$ cat config.mk
export PLATFORM = sky130hd
export DESIGN_NAME = memseq_flat
export DESIGN_NICKNAME = d
export VERILOG_FILES = /design/src/rtl/memseq_if.sv /design/src/rtl/memseq.sv /design/src/flat_wrapper.sv
export SDC_FILE = /design/constraint.sdc
export NUM_CORES = 1
export LEC_CHECK = 0
export ABC_AREA = 1
export BUFFER_PORTS_ARGS = -buffer_cell sky130_fd_sc_hd__buf_2
export CORE_ASPECT_RATIO = 0.7
export CORE_MARGIN = 10
export CORE_UTILIZATION = 30
export DETAILED_ROUTE_END_ITERATION = 6
export HOLD_SLACK_MARGIN = 0.08
export PLACE_DENSITY = 0.63
export SETUP_SLACK_MARGIN = 0.4
export SLEW_MARGIN = 20
export SYNTH_ARGS = -nofsm -noshare
export SYNTH_HDL_FRONTEND = slang
export SYNTH_SLANG_ARGS = --single-unit
$ cat constraint.sdc
create_clock -name CLOCK -period 2.2 [get_ports CLOCK]
set_clock_uncertainty 0.2 [all_clocks]
set_input_delay 0.11 -clock CLOCK [delete_from_list [all_inputs] [get_ports CLOCK]]
set_output_delay 0.11 -clock CLOCK [all_outputs]
set_load 0.1 [all_outputs]
$ cat src/rtl/memseq_if.sv
// Request-side and memory-bus-side signal bundle for the memseq sequencer.
// The slave modport is the sequencer's view; master is the view of whoever
// drives requests and answers the bus (microcode side plus memory model).
interface memseq_if;
  // request interface
  logic        REQ;
  logic        WRITE;
  logic        WORD;
  logic        SEXT;
  logic [15:0] ADDR;
  logic [15:0] WDATA;
  logic        BUSY;
  logic        DONE;
  logic        ODDERR;
  logic        TMOERR;
  // external memory bus
  logic [15:0] MADDR;
  logic [15:0] MWDATA;
  logic [1:0]  MBE;
  logic        MRD;
  logic        MWR;
  logic        MACK;
  logic [15:0] MRDATA;
  // BBUS read-data gate controls
  logic [15:0] RDATA;
  logic        RD_WORD;
  logic        RD_RE;
  logic        RD_SEXT;

  modport slave (
    input  REQ, WRITE, WORD, SEXT, ADDR, WDATA, MACK, MRDATA,
    output BUSY, DONE, ODDERR, TMOERR, MADDR, MWDATA, MBE, MRD, MWR,
           RDATA, RD_WORD, RD_RE, RD_SEXT
  );

  modport master (
    output REQ, WRITE, WORD, SEXT, ADDR, WDATA, MACK, MRDATA,
    input  BUSY, DONE, ODDERR, TMOERR, MADDR, MWDATA, MBE, MRD, MWR,
           RDATA, RD_WORD, RD_RE, RD_SEXT
  );
endinterface

$ cat src/rtl/memseq.sv
// Memory access sequencer: takes one byte/word read or write from the
// microcode side, runs it on the external bus with a MACK timeout, aligns
// byte read data onto the low lane and drives the BBUS read-gate controls.
// Every output is a flop; the combinational block computes next values.
module memseq #(
  parameter int TMO_CYCLES = 255,
  parameter int TMO_W      = 8
) (
  input logic     CLOCK,
  input logic     RESET_N,
  memseq_if.slave bus
);

  typedef enum logic [1:0] {
    ST_IDLE = 2'd0,
    ST_RD   = 2'd1,
    ST_WR   = 2'd2,
    ST_FIN  = 2'd3
  } state_t;

  // Last strobe cycle index before a timeout is declared.
  localparam logic [TMO_W-1:0] TMO_LAST = TMO_W'(TMO_CYCLES - 1);

  state_t            state_q, state_d;
  logic [TMO_W-1:0]  cnt_q, cnt_d;
  logic              word_q, word_d;
  logic              sext_q, sext_d;
  logic              lane_q, lane_d;   // latched ADDR[0]: selects the byte lane
  logic              busy_q, busy_d;
  logic              done_q, done_d;
  logic              odderr_q, odderr_d;
  logic              tmoerr_q, tmoerr_d;
  logic [15:0]       maddr_q, maddr_d;
  logic [15:0]       mwdata_q, mwdata_d;
  logic [1:0]        mbe_q, mbe_d;
  logic              mrd_q, mrd_d;
  logic              mwr_q, mwr_d;
  logic [15:0]       rdata_q, rdata_d;
  logic              rd_word_q, rd_word_d;
  logic              rd_re_q, rd_re_d;
  logic              rd_sext_q, rd_sext_d;

  // Next-state and next-output logic; pulses default low, data holds.
  always_comb begin
    state_d   = state_q;
    cnt_d     = cnt_q;
    word_d    = word_q;
    sext_d    = sext_q;
    lane_d    = lane_q;
    maddr_d   = maddr_q;
    mwdata_d  = mwdata_q;
    mbe_d     = mbe_q;
    rdata_d   = rdata_q;
    done_d    = 1'b0;
    odderr_d  = 1'b0;
    tmoerr_d  = 1'b0;
    mrd_d     = 1'b0;
    mwr_d     = 1'b0;
    rd_word_d = 1'b0;
    rd_re_d   = 1'b0;
    rd_sext_d = 1'b0;

    case (state_q)
      ST_IDLE: begin
        if (bus.REQ) begin
          word_d = bus.WORD;
          sext_d = bus.SEXT;
          lane_d = bus.ADDR[0];
          cnt_d  = '0;
          if (bus.WORD && bus.ADDR[0]) begin
            // Misaligned word: report straight away, never touch the bus.
            state_d  = ST_FIN;
            done_d   = 1'b1;
            odderr_d = 1'b1;
          end else begin
            maddr_d = {bus.ADDR[15:1], 1'b0};
            if (bus.WORD) begin
              mbe_d    = 2'b11;
              mwdata_d = bus.WDATA;
            end else begin
              mbe_d    = bus.ADDR[0] ? 2'b10 : 2'b01;
              mwdata_d = {bus.WDATA[7:0], bus.WDATA[7:0]};
            end
            if (bus.WRITE) begin
              state_d = ST_WR;
              mwr_d   = 1'b1;
            end else begin
              state_d = ST_RD;
              mrd_d   = 1'b1;
            end
          end
        end else begin
          state_d = ST_IDLE;
        end
      end

      ST_RD, ST_WR: begin
        if (bus.MACK) begin
          // Acknowledge beats a coincident timeout.
          state_d = ST_FIN;
          done_d  = 1'b1;
          if (state_q == ST_RD) begin
            rd_re_d   = 1'b1;
            rd_word_d = word_q;
            rd_sext_d = sext_q & ~word_q;
            if (word_q) begin
              rdata_d = bus.MRDATA;
            end else if (lane_q) begin
              rdata_d = {8'h00, bus.MRDATA[15:8]};
            end else begin
              rdata_d = {8'h00, bus.MRDATA[7:0]};
            end
          end else begin
            rdata_d = rdata_q;
          end
        end else if (cnt_q == TMO_LAST) begin
          state_d  = ST_FIN;
          done_d   = 1'b1;
          tmoerr_d = 1'b1;
        end else begin
          cnt_d = cnt_q + TMO_W'(1);
          mrd_d = (state_q == ST_RD);
          mwr_d = (state_q == ST_WR);
        end
      end

      ST_FIN: begin
        state_d = ST_IDLE;
      end

      default: begin
        state_d = ST_IDLE;
      end
    endcase

    busy_d = (state_d != ST_IDLE);
  end

  // State and output registers; reset drops strobes and pulses at once.
  always_ff @(posedge CLOCK or negedge RESET_N) begin
    if (!RESET_N) begin
      state_q   <= ST_IDLE;
      cnt_q     <= '0;
      word_q    <= 1'b0;
      sext_q    <= 1'b0;
      lane_q    <= 1'b0;
      busy_q    <= 1'b0;
      done_q    <= 1'b0;
      odderr_q  <= 1'b0;
      tmoerr_q  <= 1'b0;
      maddr_q   <= 16'h0000;
      mwdata_q  <= 16'h0000;
      mbe_q     <= 2'b00;
      mrd_q     <= 1'b0;
      mwr_q     <= 1'b0;
      rdata_q   <= 16'h0000;
      rd_word_q <= 1'b0;
      rd_re_q   <= 1'b0;
      rd_sext_q <= 1'b0;
    end else begin
      state_q   <= state_d;
      cnt_q     <= cnt_d;
      word_q    <= word_d;
      sext_q    <= sext_d;
      lane_q    <= lane_d;
      busy_q    <= busy_d;
      done_q    <= done_d;
      odderr_q  <= odderr_d;
      tmoerr_q  <= tmoerr_d;
      maddr_q   <= maddr_d;
      mwdata_q  <= mwdata_d;
      mbe_q     <= mbe_d;
      mrd_q     <= mrd_d;
      mwr_q     <= mwr_d;
      rdata_q   <= rdata_d;
      rd_word_q <= rd_word_d;
      rd_re_q   <= rd_re_d;
      rd_sext_q <= rd_sext_d;
    end
  end

  assign bus.BUSY    = busy_q;
  assign bus.DONE    = done_q;
  assign bus.ODDERR  = odderr_q;
  assign bus.TMOERR  = tmoerr_q;
  assign bus.MADDR   = maddr_q;
  assign bus.MWDATA  = mwdata_q;
  assign bus.MBE     = mbe_q;
  assign bus.MRD     = mrd_q;
  assign bus.MWR     = mwr_q;
  assign bus.RDATA   = rdata_q;
  assign bus.RD_WORD = rd_word_q;
  assign bus.RD_RE   = rd_re_q;
  assign bus.RD_SEXT = rd_sext_q;

endmodule

$ cat src/flat_wrapper.sv
// flat-port wrapper written by rule: the top's interface ports become plain ports
module memseq_flat 
#(
  parameter int TMO_CYCLES = 255,
  parameter int TMO_W      = 8
)
  (CLOCK, RESET_N, bus_REQ, bus_WRITE, bus_WORD, bus_SEXT, bus_ADDR, bus_WDATA, bus_MACK, bus_MRDATA, bus_BUSY, bus_DONE, bus_ODDERR, bus_TMOERR, bus_MADDR, bus_MWDATA, bus_MBE, bus_MRD, bus_MWR, bus_RDATA, bus_RD_WORD, bus_RD_RE, bus_RD_SEXT);
  memseq_if bus_i ();
  input logic CLOCK;
  input logic RESET_N;
  input wire logic [$bits(bus_i.REQ)-1:0] bus_REQ;
  input wire logic [$bits(bus_i.WRITE)-1:0] bus_WRITE;
  input wire logic [$bits(bus_i.WORD)-1:0] bus_WORD;
  input wire logic [$bits(bus_i.SEXT)-1:0] bus_SEXT;
  input wire logic [$bits(bus_i.ADDR)-1:0] bus_ADDR;
  input wire logic [$bits(bus_i.WDATA)-1:0] bus_WDATA;
  input wire logic [$bits(bus_i.MACK)-1:0] bus_MACK;
  input wire logic [$bits(bus_i.MRDATA)-1:0] bus_MRDATA;
  output wire logic [$bits(bus_i.BUSY)-1:0] bus_BUSY;
  output wire logic [$bits(bus_i.DONE)-1:0] bus_DONE;
  output wire logic [$bits(bus_i.ODDERR)-1:0] bus_ODDERR;
  output wire logic [$bits(bus_i.TMOERR)-1:0] bus_TMOERR;
  output wire logic [$bits(bus_i.MADDR)-1:0] bus_MADDR;
  output wire logic [$bits(bus_i.MWDATA)-1:0] bus_MWDATA;
  output wire logic [$bits(bus_i.MBE)-1:0] bus_MBE;
  output wire logic [$bits(bus_i.MRD)-1:0] bus_MRD;
  output wire logic [$bits(bus_i.MWR)-1:0] bus_MWR;
  output wire logic [$bits(bus_i.RDATA)-1:0] bus_RDATA;
  output wire logic [$bits(bus_i.RD_WORD)-1:0] bus_RD_WORD;
  output wire logic [$bits(bus_i.RD_RE)-1:0] bus_RD_RE;
  output wire logic [$bits(bus_i.RD_SEXT)-1:0] bus_RD_SEXT;
  assign bus_i.REQ = bus_REQ;
  assign bus_i.WRITE = bus_WRITE;
  assign bus_i.WORD = bus_WORD;
  assign bus_i.SEXT = bus_SEXT;
  assign bus_i.ADDR = bus_ADDR;
  assign bus_i.WDATA = bus_WDATA;
  assign bus_i.MACK = bus_MACK;
  assign bus_i.MRDATA = bus_MRDATA;
  assign bus_BUSY = bus_i.BUSY;
  assign bus_DONE = bus_i.DONE;
  assign bus_ODDERR = bus_i.ODDERR;
  assign bus_TMOERR = bus_i.TMOERR;
  assign bus_MADDR = bus_i.MADDR;
  assign bus_MWDATA = bus_i.MWDATA;
  assign bus_MBE = bus_i.MBE;
  assign bus_MRD = bus_i.MRD;
  assign bus_MWR = bus_i.MWR;
  assign bus_RDATA = bus_i.RDATA;
  assign bus_RD_WORD = bus_i.RD_WORD;
  assign bus_RD_RE = bus_i.RD_RE;
  assign bus_RD_SEXT = bus_i.RD_SEXT;
  memseq #(.TMO_CYCLES(TMO_CYCLES), .TMO_W(TMO_W)) u_core (.CLOCK(CLOCK), .RESET_N(RESET_N), .bus(bus_i));
endmodule
Word level (Yosys, flattened, before mapping) --
Index checks and enable logic that the tools add are counted.
Word-level totals: register bits after elaboration 71, input port bits 55, output and inout port bits 59, word-level logic and storage cells 82
Cells by class: $add $sub $neg 1, eq/ne operators 7, muxes and demuxes 44, bitwise logic cells 3, reductions and logical operators 9
Operator list (number):
- two-way mux 16 bit | 2
- two-way mux 8 bit | 4
- two-way mux 1 bit | 26
- case mux 8 bit (2 select lines) | 1
- two-way mux 2 bit | 7
- adder 8 x 1 -> 8 bit (second input constant) | 1
- equality test 8 bit (second input constant) | 1
- inequality test 2 bit (second input constant) | 3
- case mux 1 bit (2 select lines) | 3
- case mux 2 bit (3 select lines) | 1
- AND reduction 3 bit | 2
- equality test 2 bit (second input constant) | 2
- AND reduction 4 bit | 1
- nonzero test 2 bit | 2
- equality test 2 x 1 -> 1 bit (second input constant) | 1
- logical NOT 2 bit | 1
- NOT 1 bit | 2
- AND reduction 2 bit | 1
- OR reduction 2 bit | 1
- bitwise AND 1 bit | 1
- logical AND 1 bit | 1

Longest topological paths before layout --
Gate-level depths: netlist of the first run.
depth in word-level cells 5, depth in mapped cells 9, mapped depth without buffers 9

Least setup slack after synthesis of the first run --
Ideal clock, no wire load.
kind reg2reg, start reg u_core.state_q[0], end reg u_core.rdata_q[14] (netlist: u_core.bus.RDATA[14]), setup time 0.121 ns, arrival time 1.422 ns, path slack 0.458 ns, cell stages (with the launch flop) 8, path buffers 1, clock period less this slack 1.742 ns, cells stage by stage dfrtp_1 -> inv_1 -> ha_1 -> nand2_2 -> nor2_2 -> inv_2 -> buf_6 -> a22o_4
Between the ends: longest elaborated chain between the ends 3, elaborated cells between the ends (all ways) 4, classes of those cells 2 x eq/ne; 2 x reduce/logical
Ends and longest elaborated chain:
- start: declaration | RTL line memseq.sv:24 | state_t state_q, state_d;
- start signal: assignment | RTL line memseq.sv:161 | state_q <= state_d;
- equality test 2 bit or equality test 2 x 1 -> 1 bit (tied branches) | RTL line memseq.sv:63, memseq.sv:102
- OR reduction 2 bit | RTL line memseq.sv:63 | case (state_q)
- AND reduction 3 bit (no source line) *
- end signal: assignment | RTL line memseq.sv:175 | rdata_q <= rdata_d;
- end: declaration | RTL line memseq.sv:38 | logic [15:0] rdata_q, rdata_d;
Every way passes the cells marked *; elsewhere a longest branch is shown, timed or not. A chain may end at the register's enable or synchronous reset.

Worst setup path in the final report of the first run --
start reg u_core.state_q[0], end reg u_core.rdata_q[10] (netlist: u_core.bus.RDATA[10])
The elaborated chain is that of the path after synthesis.

==> results of run 1 <==
==> worst min-delay path by stage <==
| stage | startpoint | slack, ns | endpoint | cells after the start |
|---|---|---|---|---|
| after floorplan | RESET_N | -0.39 | u_core.bus.BUSY | 0 |
| after global placement | RESET_N | -0.12 | u_core.bus.MADDR[7] | 1 |
| after detailed placement | RESET_N | -0.13 | u_core.bus.MADDR[7] | 1 |
| after CTS | RESET_N | 0.07 | u_core.bus.MADDR[9] | 2 |
| after global routing | RESET_N | 0.13 | u_core.bus.MADDR[9] | 2 |
| final | RESET_N | 0.07 | u_core.bus.MADDR[9] | 2 |
==> state kept, by name, summed over array words and instances, names as in the netlist, 2 cells and up <==
| signal | flops |
|---|---|
| u_core.bus.MADDR | 15 |
| u_core.bus.MBE | 2 |
| u_core.bus.MWDATA | 16 |
| u_core.bus.RDATA | 16 |
| u_core.cnt_q | 8 |
| u_core.state_q | 2 |
==> placed cells by master, fill, tap and decap left out, drive strengths merged, types with 8 or more instances in the layout <==
master       Yosys  final
a21oi           13     13
a22o             8      8
a2bb2oi          8      8
buf             11    120
clkbuf           2     11
dfrtp           71     71
dlygate4sd3      0     55
inv             28     28
nand2          124    124
nand3           16     16
nor2            11     11
o21ai           25     25
==> layout make-up <==
type / count / area [um^2] / area share, %
multi-input cells: 222 / 1160 / 24.6
well taps: 128 / 160 / 3.40
repair buffers: 175 / 1200 / 25.4
clock inverters: 4 / 45.0 / 0.955
diodes: 3 / 7.51 / 0.159
clock buffers: 11 / 253 / 5.36
inverters: 28 / 118 / 2.49
flip-flops and latches: 71 / 1780 / 37.7
==> worst max-delay path: stages (launching register included) <==
cell and delay, ns:
dfrtp_1 0.35, inv_1 0.10, ha_4 0.30, nand2_2 0.08, nor2_4 0.18, buf_6 0.15, nand2_4 0.05, inv_6 0.09
a22o_1 0.13
==> cells by family after synthesis <==
logic type | Yosys count | synth area share, %
compound gates | 56 | 11.6
xor+xnor | 5 | 1.43
fa+ha+maj | 6 | 2.45
buf+inv | 41 | 5.87
flops | 71 | 57.9
other cells | 1 | 0.122
simple gates | 154 | 20.6
==> metal layers <==
layer	track usage, %	part of all wire (%)
met3	6.02	7.8
met4	3.38	1.0
met2	20.2	47
met5	0	0
met1	14.5	44
==> what timing repair did <==
action | 4_1_cts | 5_1_grt
setup buffers | 0 | 3
hold buffers | 55 | 0
endpoints found under the setup margin | 56 | 52
resized for setup | 7 | 12
gates cloned | 0 | 0
pin swaps | 0 | 4
endpoints found under the hold margin | 131 | 0
==> metrics by stage <==
stage	instances	util [%]	instance area, um^2
floorplan	334	-	3070
global placement	566	38.3	3770
detailed placement	566	38.3	3770
CTS	636	47.2	4640
global route	642	48.0	4720
finish	642	48.0	4720
==> summary.txt, run 1 <==
Status
  – Status: finished clean

CTS
  – CTS HTree Levels: 3
  – CTS tree: done
  – Clock buffer depth: 2
  – Clk slew on worst S/H paths: around 0.050 ns
  – Worst-Skew Late Latency: about 0.33 ns
  – CTS buffer count: 9
  – Clock root cell: clkbuf_16
  – Sink Count: just over 70

STA
  – Final hold vios: 0
  – Crit share post-route: between 70% and 80%
  – Unrepaired setup endpoints after global routing: true
  – Fin crit period: 1.71 ns
  – Min Hold Slack: roughly 0.065 ns
  – Post-layout worst setup margin: between 0.4 and 0.5 ns
  – Setup TNS: 0 ns
  – Final Max Tran Viols: 0
  – Final count of negative-setup-slack endpoints: 0
  – F_max: 586 MHz

Setup path
  – Reg2reg start: u_core.state_q[0]
  – Arrival time worst endpoint: 1.77 ns
  – Crit start category: flip-flop
  – CP required: between 2 and 2.5 ns
  – CP endpoint: u_core.bus.RDATA[10]
  – FF-to-FF path depth: 8
  – Reg-to-reg slack, setup: around 0.49 ns
  – RR Endpoint: u_core.bus.RDATA[10]
  – Critical path class: reg -> reg
  – Worst Setup SP: u_core.state_q[0]
  – Crit end category: flip-flop
  – Crit Path Max Fanout: 9

Yosys
  – Cell Area, Synth: between 3000 and 4000 um^2
  – Area contributors post-synth: dfrtp_1, nand2_1, o21ai_0, inv_1, nand3_1
  – Syn. warnings: 0
  – Netlist cell types: 30
  – Seq/Total Area, Yosys: around 58%
  – #FFs+latches synth: 71
  – Number of synthesized flops with an enable pin: 0
  – Ys flop type: dfrtp_1
  – Area share of the largest cell type after synthesis: 57.9%
  – Post-synth ARST share: 100%
  – Mapped Nets: between 300 and 400
  – Most common cell in the netlist: nand2_1
  – Largest area contributor in the netlist: dfrtp_1
  – Average size of a mapped cell: 9.19 um^2
  – Top post-synthesis cells by count: nand2_1, dfrtp_1, inv_1, o21ai_0, nand3_1
  – Cells after synthesis: between 300 and 400

Placed design
  – Input/output buffers: approximately 110
  – RePlAce Congestion: between 0.8 and 0.9
  – Dpl ws: 0.204 ns
  – DP HPWL: about 6.5 mm

Die
  – DIE HEIGHT: around 100 um
  – Die Width: about 140 um
  – Initial Util: between 30% and 40%
  – Row count: 30
  – I/O Pins: approximately 110
  – Core area: 9830 um^2
  – Full die area: 14,700 um^2

GRT
  – Initial antenna violation count: 3
  – Vias in the first global route: 2,907
  – Gr ovfl total: 0
  – Largest net degree at the start of global routing: between 40 and 50
  – First-pass GRT wire length: roughly 15 mm
  – GRT Total Usage: between 10% and 20%

Final layout
  – Layout Nets: roughly 570
  – # fillers: just under 1k
  – Fraction of layout cells with a size suffix above 1: between 20 and 30%
  – Synthesis-to-layout area growth: 53.8%

Routing
  – Detailed Routing Iterations Pass 1: 4
  – DRC: 0
  – Via count: approximately 2.8k
  – WL final: 9.27 mm
  – Wire per inst: 14.4 um
  – Violation count after the first detailed-route iteration: around 130
  – Post-route ant nets: 0
  – Vias/cell: about 4.3

Job
  – Total of max-cap violations: 0

Hold path
  – Worst hold path type: in -> async
Power of run 1 is not shown: default switching activity piles up to over one toggle a cycle in this logic, so the estimate is an artifact.
==> inputs of run 2 (changes only) <==
Settings changed: PLACE_DENSITY 0.63 to 0.65.
Clock period 2.2 ns to 1.5 ns, I/O delays scaled along.
==> run 2 against run 1 <==
Effect of this change: critical path depth shrank 1; cell area grew 36%; largest cell class is now buffers; highest routed layer unchanged; routed wire length grew 21%; the flow now finishes with violations (negative hold slack, negative setup slack); global-route usage grew 2.4 points; sequential share of layout area shrank 8.7 points; utilization grew 17 points; non-clock buffer count grew 46.
==> summary.txt, run 2 (same netlist as run 1, synthesis figures left out) <==
Die
  – Die Width: 141 um (unchanged)
  – Row count: 30 (unchanged)
  – Initial Util: 31.2% (unchanged)
  – Full die area: 14,700 um^2 (unchanged)
  – I/O Pins: 114 (unchanged)
  – DIE HEIGHT: 105 um (unchanged)
  – Core area: 9830 um^2 (unchanged)

GRT
  – GRT Total Usage: 14.9% (was 12.5%)
  – Vias in the first global route: 3,353 (was 2,907)
  – Largest net degree at the start of global routing: 31 (was 42)
  – First-pass GRT wire length: 18.0 mm (was 15.1 mm)
  – Gr ovfl total: 0 (unchanged)
  – Initial antenna violation count: 1 (was 3)

Final layout
  – Layout Nets: 615 (was 568)
  – Synthesis-to-layout area growth: 108% (was 53.8%)
  – Most frequent cells in the layout: nand2_1, buf_12, dfrtp_2, dlygate4sd3_1, buf_2 (was nand2_1, buf_2, dfrtp_1, dlygate4sd3_1, inv_1)
  – Final Instance Area: 6390 um^2 (was 4720 um^2)
  – Commonest non-fill, non-tap cell in the layout: nand2_1 (unchanged)
  – Fraction of layout cells with a size suffix above 1: 57.2% (was 29.9%)
  – # fillers: 721 (was 962)

Setup path
  – Arrival time worst endpoint: 1.66 ns (was 1.77 ns)
  – FF-to-FF path depth: 7 (was 8)
  – Reg2reg start: u_core.state_q[1] (was u_core.state_q[0])
  – RR Endpoint: u_core.bus.RDATA[2] (was u_core.bus.RDATA[10])
  – Critical path class: reg -> reg (unchanged)
  – Reg-to-reg slack, setup: -0.16 ns (was 0.49 ns)
  – Crit end category: flip-flop (unchanged)
  – Crit start category: flip-flop (unchanged)
  – CP required: 1.50 ns (was 2.26 ns)
  – Crit Path Max Fanout: 17 (was 9)

CTS
  – Sink Count: 71 (unchanged)
  – CTS buffer count: 9 (unchanged)
  – Clk slew on worst S/H paths: 0.06 ns (was 0.05 ns)
  – Clock root cell: clkbuf_16 (unchanged)
  – CTS HTree Levels: 3 (unchanged)
  – Clock buffer depth: 2 (unchanged)
  – CTS tree: done (unchanged)
  – Worst-Skew Late Latency: 0.33 ns (about the same)

Routing
  – Vias/cell: 4.48 (was 4.34)
  – DRC: 0 (unchanged)
  – Wire per inst: 16.4 um (was 14.4 um)
  – Post-route ant nets: 0 (unchanged)
  – Violation count after the first detailed-route iteration: 84 (was 132)
  – Detailed Routing Iterations Pass 1: 5 (was 4)
  – WL final: 11.3 mm (was 9.27 mm)
  – Via count: 3,082 (was 2,788)

STA
  – Fin crit period: 1.66 ns (was 1.71 ns)
  – F_max: 604 MHz (was 586 MHz)
  – Final Max Tran Viols: 0 (unchanged)
  – Final count of negative-setup-slack endpoints: 55 (was 0)
  – Min Hold Slack: -0.237 ns (was 0.0651 ns)
  – Unrepaired setup endpoints after global routing: true (unchanged)
  – Setup TNS: -3.24 ns (was 0 ns)
  – Final hold vios: 5 (was 0)
  – Post-layout worst setup margin: -0.156 ns (was 0.493 ns)
  – Crit share post-route: 110% (was 77.6%)

Hold path
  – WHS Path Cells: 2
  – Hold Path Sink: u_core.bus.TMOERR
  – Hold_sp: bus_MACK
  – Worst hold path type: in -> reg (was in -> async)

Job
  – Total of max-cap violations: 0 (unchanged)

Status
  – Status: finished with violations (was finished clean)
  – Failing checks: negative hold slack, negative setup slack

Placed design
  – RePlAce Congestion: 0.781 (was 0.802)
  – Input/output buffers: 112 (unchanged)
  – DP HPWL: 6.87 mm (was 6.48 mm)
  – Dpl cell area: 4070 um^2 (was 3770 um^2)
-- run 2: changes by cell type in the layout (fill, tap and decap cells not counted), sizes merged --
cell | before | now
buf | 120 | 166
clkbuf | 11 | 12
clkinv | 3 | 1
clkinvlp | 0 | 2
diode | 3 | 1
dlygate4sd3 | 55 | 53
inv | 28 | 31
-- run 2: area by class of cell --
cell class	count	area [um^2]	area share, %
flip-flops and latches	71	1850	28.9
repair buffers	221	2560	40.1
clock buffers	10	229	3.58
diodes	1	2.50	0.0391
clock inverters	6	67.6	1.06
repair inverters	1	8.76	0.137
inverters	28	118	1.84
well taps	128	160	2.51
multi-input cells	222	1400	21.8
-- run 2: per-stage QoR --
stage	cells	utilization, %	setup slack, ns
5_1_grt	688	65.0	-0.208
3_5_place_dp	587	41.4	-0.197
3_3_place_gp	587	41.4	-0.126
6_report	688	65.0	-0.156
4_1_cts	672	61.2	-0.119
2_1_floorplan	334	-	-0.131
-- run 2: worst max path at each step --
stage | startpoint | to | depth (start not counted)
2_1_floorplan | u_core.state_q[0] | u_core.bus.RDATA[14] | 7
3_3_place_gp | u_core.state_q[0] | u_core.cnt_q[5] | 6
3_5_place_dp | u_core.state_q[0] | u_core.cnt_q[3] | 6
4_1_cts | u_core.state_q[0] | u_core.bus.RDATA[14] | 8
5_1_grt | u_core.state_q[0] | u_core.bus.RDATA[2] | 7
6_report | u_core.state_q[1] | u_core.bus.RDATA[2] | 7
-- run 2: what timing repair did --
action                     in CTS  in global routing
pin swaps                      12                 24
cloned                          3                  2
setup endpoints to repair     129                129
resized for setup             267                 62
buffers inserted               14                 12
hold buffers                   52                  1
hold endpoints to repair      137                 21
-- run 2: critical path: stages, from the launching register on --
cell	delay (ns)
dfrtp_1	0.36
inv_2	0.06
ha_4	0.29
nand2_4	0.06
nor2_4	0.15
inv_4	0.13
a21oi_1	0.17
a2bb2oi_1	0.10
-- run 2: layer usage --
layer  track usage [%]  wire length (um)  vias to the layer above
met5                 0                 0                        -
met1              17.2              4720                     1463
met3              5.20               680                       13
met4              4.26               112                        0
met2              25.6              5740                       87
li1                  -                 -                     1519
Power of run 2 is left out for the same reason.
==> inputs of run 3 (changes only) <==
Settings changed: RECOVER_POWER from default to 25.
==> run 3 against run 2 <==
Effect of this change: the flow still finishes with violations (negative hold slack, negative setup slack); critical path depth unchanged; sequential cell count is the same; global-route usage is the same; utilization down 0.051 points; fmax rose by 0.39%; die area unchanged; final cell count stayed put; non-clock buffer count unchanged; cell area about the same.
==> summary.txt, run 3 (same netlist as run 1, synthesis figures left out) <==
Status
  – Failing checks: negative hold slack, negative setup slack (unchanged)
  – Status: finished with violations (unchanged)

CTS
  – CTS HTree Levels: 3 (unchanged)
  – CTS tree: done (unchanged)
  – Clock buffer depth: 2 (unchanged)
  – Clk slew on worst S/H paths: 0.06 ns (about the same)
  – CTS buffer count: 9 (unchanged)
  – Worst-Skew Late Latency: 0.33 ns (about the same)
  – Clock root cell: clkbuf_16 (unchanged)
  – Sink Count: 71 (unchanged)

GRT
  – Vias in the first global route: 3,353 (unchanged)
  – Gr ovfl total: 0 (unchanged)
  – First-pass GRT wire length: 18.0 mm (unchanged)
  – GRT Total Usage: 14.9% (unchanged)
  – Largest net degree at the start of global routing: 31 (unchanged)
  – Initial antenna violation count: 1 (unchanged)

Placed design
  – RePlAce Congestion: 0.781 (unchanged)
  – Input/output buffers: 112 (unchanged)
  – DP HPWL: 6.87 mm (unchanged)

Final layout
  – Fraction of layout cells with a size suffix above 1: 57.2% (unchanged)
  – Commonest non-fill, non-tap cell in the layout: nand2_1 (unchanged)
  – Synthesis-to-layout area growth: 108% (about the same)
  – Most frequent cells in the layout: nand2_1, buf_12, dfrtp_2, dlygate4sd3_1, buf_2 (unchanged)
  – Layout Nets: 615 (unchanged)

Die
  – I/O Pins: 114 (unchanged)
  – Die Width: 141 um (unchanged)
  – Core area: 9830 um^2 (unchanged)
  – Full die area: 14,700 um^2 (unchanged)
  – Row count: 30 (unchanged)
  – Initial Util: 31.2% (unchanged)
  – DIE HEIGHT: 105 um (unchanged)

Routing
  – Vias/cell: 4.49 (was 4.48)
  – Post-route ant nets: 0 (unchanged)
  – DRC: 0 (unchanged)
  – WL final: 11.3 mm (about the same)
  – Violation count after the first detailed-route iteration: 83 (was 84)
  – Wire per inst: 16.4 um (about the same)
  – Detailed Routing Iterations Pass 1: 4 (was 5)
  – Via count: 3,091 (was 3,082)

Setup path
  – Critical path class: reg -> reg (unchanged)
  – Crit Path Max Fanout: 17 (unchanged)
  – CP required: 1.50 ns (about the same)
  – Crit start category: flip-flop (unchanged)
  – Arrival time worst endpoint: 1.65 ns (was 1.66 ns)
  – Crit end category: flip-flop (unchanged)
  – FF-to-FF path depth: 7 (unchanged)

STA
  – Actual slew at the worst max-slew pin: about 0.83 ns
  – Crit share post-route: 110% (about the same)
  – Unrepaired setup endpoints after global routing: true (unchanged)
  – Post-layout worst setup margin: -0.149 ns (was -0.156 ns)
  – Final count of negative-setup-slack endpoints: 55 (unchanged)
  – F_max: 606 MHz (was 604 MHz)
  – Final hold vios: 5 (unchanged)
  – Final Max Tran Viols: 0 (unchanged)
  – Min Hold Slack: -0.237 ns (about the same)
  – Fin crit period: 1.65 ns (was 1.66 ns)
  – Worst slew margin: 44.9%

Hold path
  – WHS Path Cells: 2 (unchanged)
  – Worst hold path type: in -> reg (unchanged)

Job
  – Total of max-cap violations: 0 (unchanged)
-- run 3: changes by cell type in the layout (fill, tap and decap cells not counted) --
cell,delta
buf_4,-2
clkbuf_2,+2
-- run 3: area by class of cell --
cell class / instances / area [um^2]
inverter: 28 / 118
tap: 128 / 160
timing repair inverter: 1 / 8.76
timing repair buffer: 221 / 2560
multi-input combinational: 222 / 1400
fill: 723 / 3450
clock buffer: 10 / 229
clock inverter: 6 / 67.6
antenna: 1 / 2.50
sequential: 71 / 1850
-- run 3: final timing paths --
path	slack, ns	endpoint	startpoint
worst min register to register	0.32	u_core.sext_q	u_core.sext_q
max in group asynchronous	0.20	u_core.bus.RDATA[9]	RESET_N
worst min-delay path	-0.24	u_core.bus.TMOERR	bus_MACK
worst max-delay path	-0.15	u_core.bus.RDATA[2]	u_core.state_q[1]
min in group asynchronous	0.18	u_core.bus.MADDR[6]	RESET_N
worst max register to register	-0.15	u_core.bus.RDATA[2]	u_core.state_q[1]
-- run 3: critical path, stage by stage (launching register included) --
cell and delay (ns):
dfrtp_1 0.36, inv_2 0.06, ha_4 0.29, nand2_4 0.06, nor2_4 0.15, inv_4 0.12, a21oi_1 0.17, a2bb2oi_1 0.10
-- run 3: what timing repair did --
| action | in CTS | in global routing |
|---|---|---|
| setup endpoints to repair | 129 | 129 |
| resized for setup | 267 | 62 |
| endpoints found under the hold margin | 137 | 21 |
| setup buffers | 14 | 12 |
| gates cloned | 3 | 2 |
| hold buffers | 52 | 1 |
| pin swaps | 12 | 24 |
-- run 3: metrics by stage --
step | cell area [um^2] | setup WS [ns] | std cells | setup TNS (ns) | util, %
after global placement | 4070 | -0.126 | 587 | -2.06 | 41.4
after CTS | 6020 | -0.119 | 672 | -3.02 | 61.2
after floorplan | 3220 | -0.131 | 334 | -1.09 | -
after detailed placement | 4070 | -0.197 | 587 | -4.04 | 41.4
final | 6390 | -0.149 | 688 | -3.21 | 64.9
after global routing | 6390 | -0.208 | 688 | -8.61 | 64.9
-- run 3: routing by layer --
| metal | routed length, um | global-route usage (%) | vias to the layer above |
|---|---|---|---|
| met5 | 0 | 0 | - |
| met4 | 112 | 4.26 | 0 |
| met3 | 683 | 5.20 | 12 |
| met2 | 5730 | 25.6 | 94 |
| met1 | 4730 | 17.2 | 1465 |
| li1 | - | - | 1520 |
Power of run 3 is left out for the same reason.
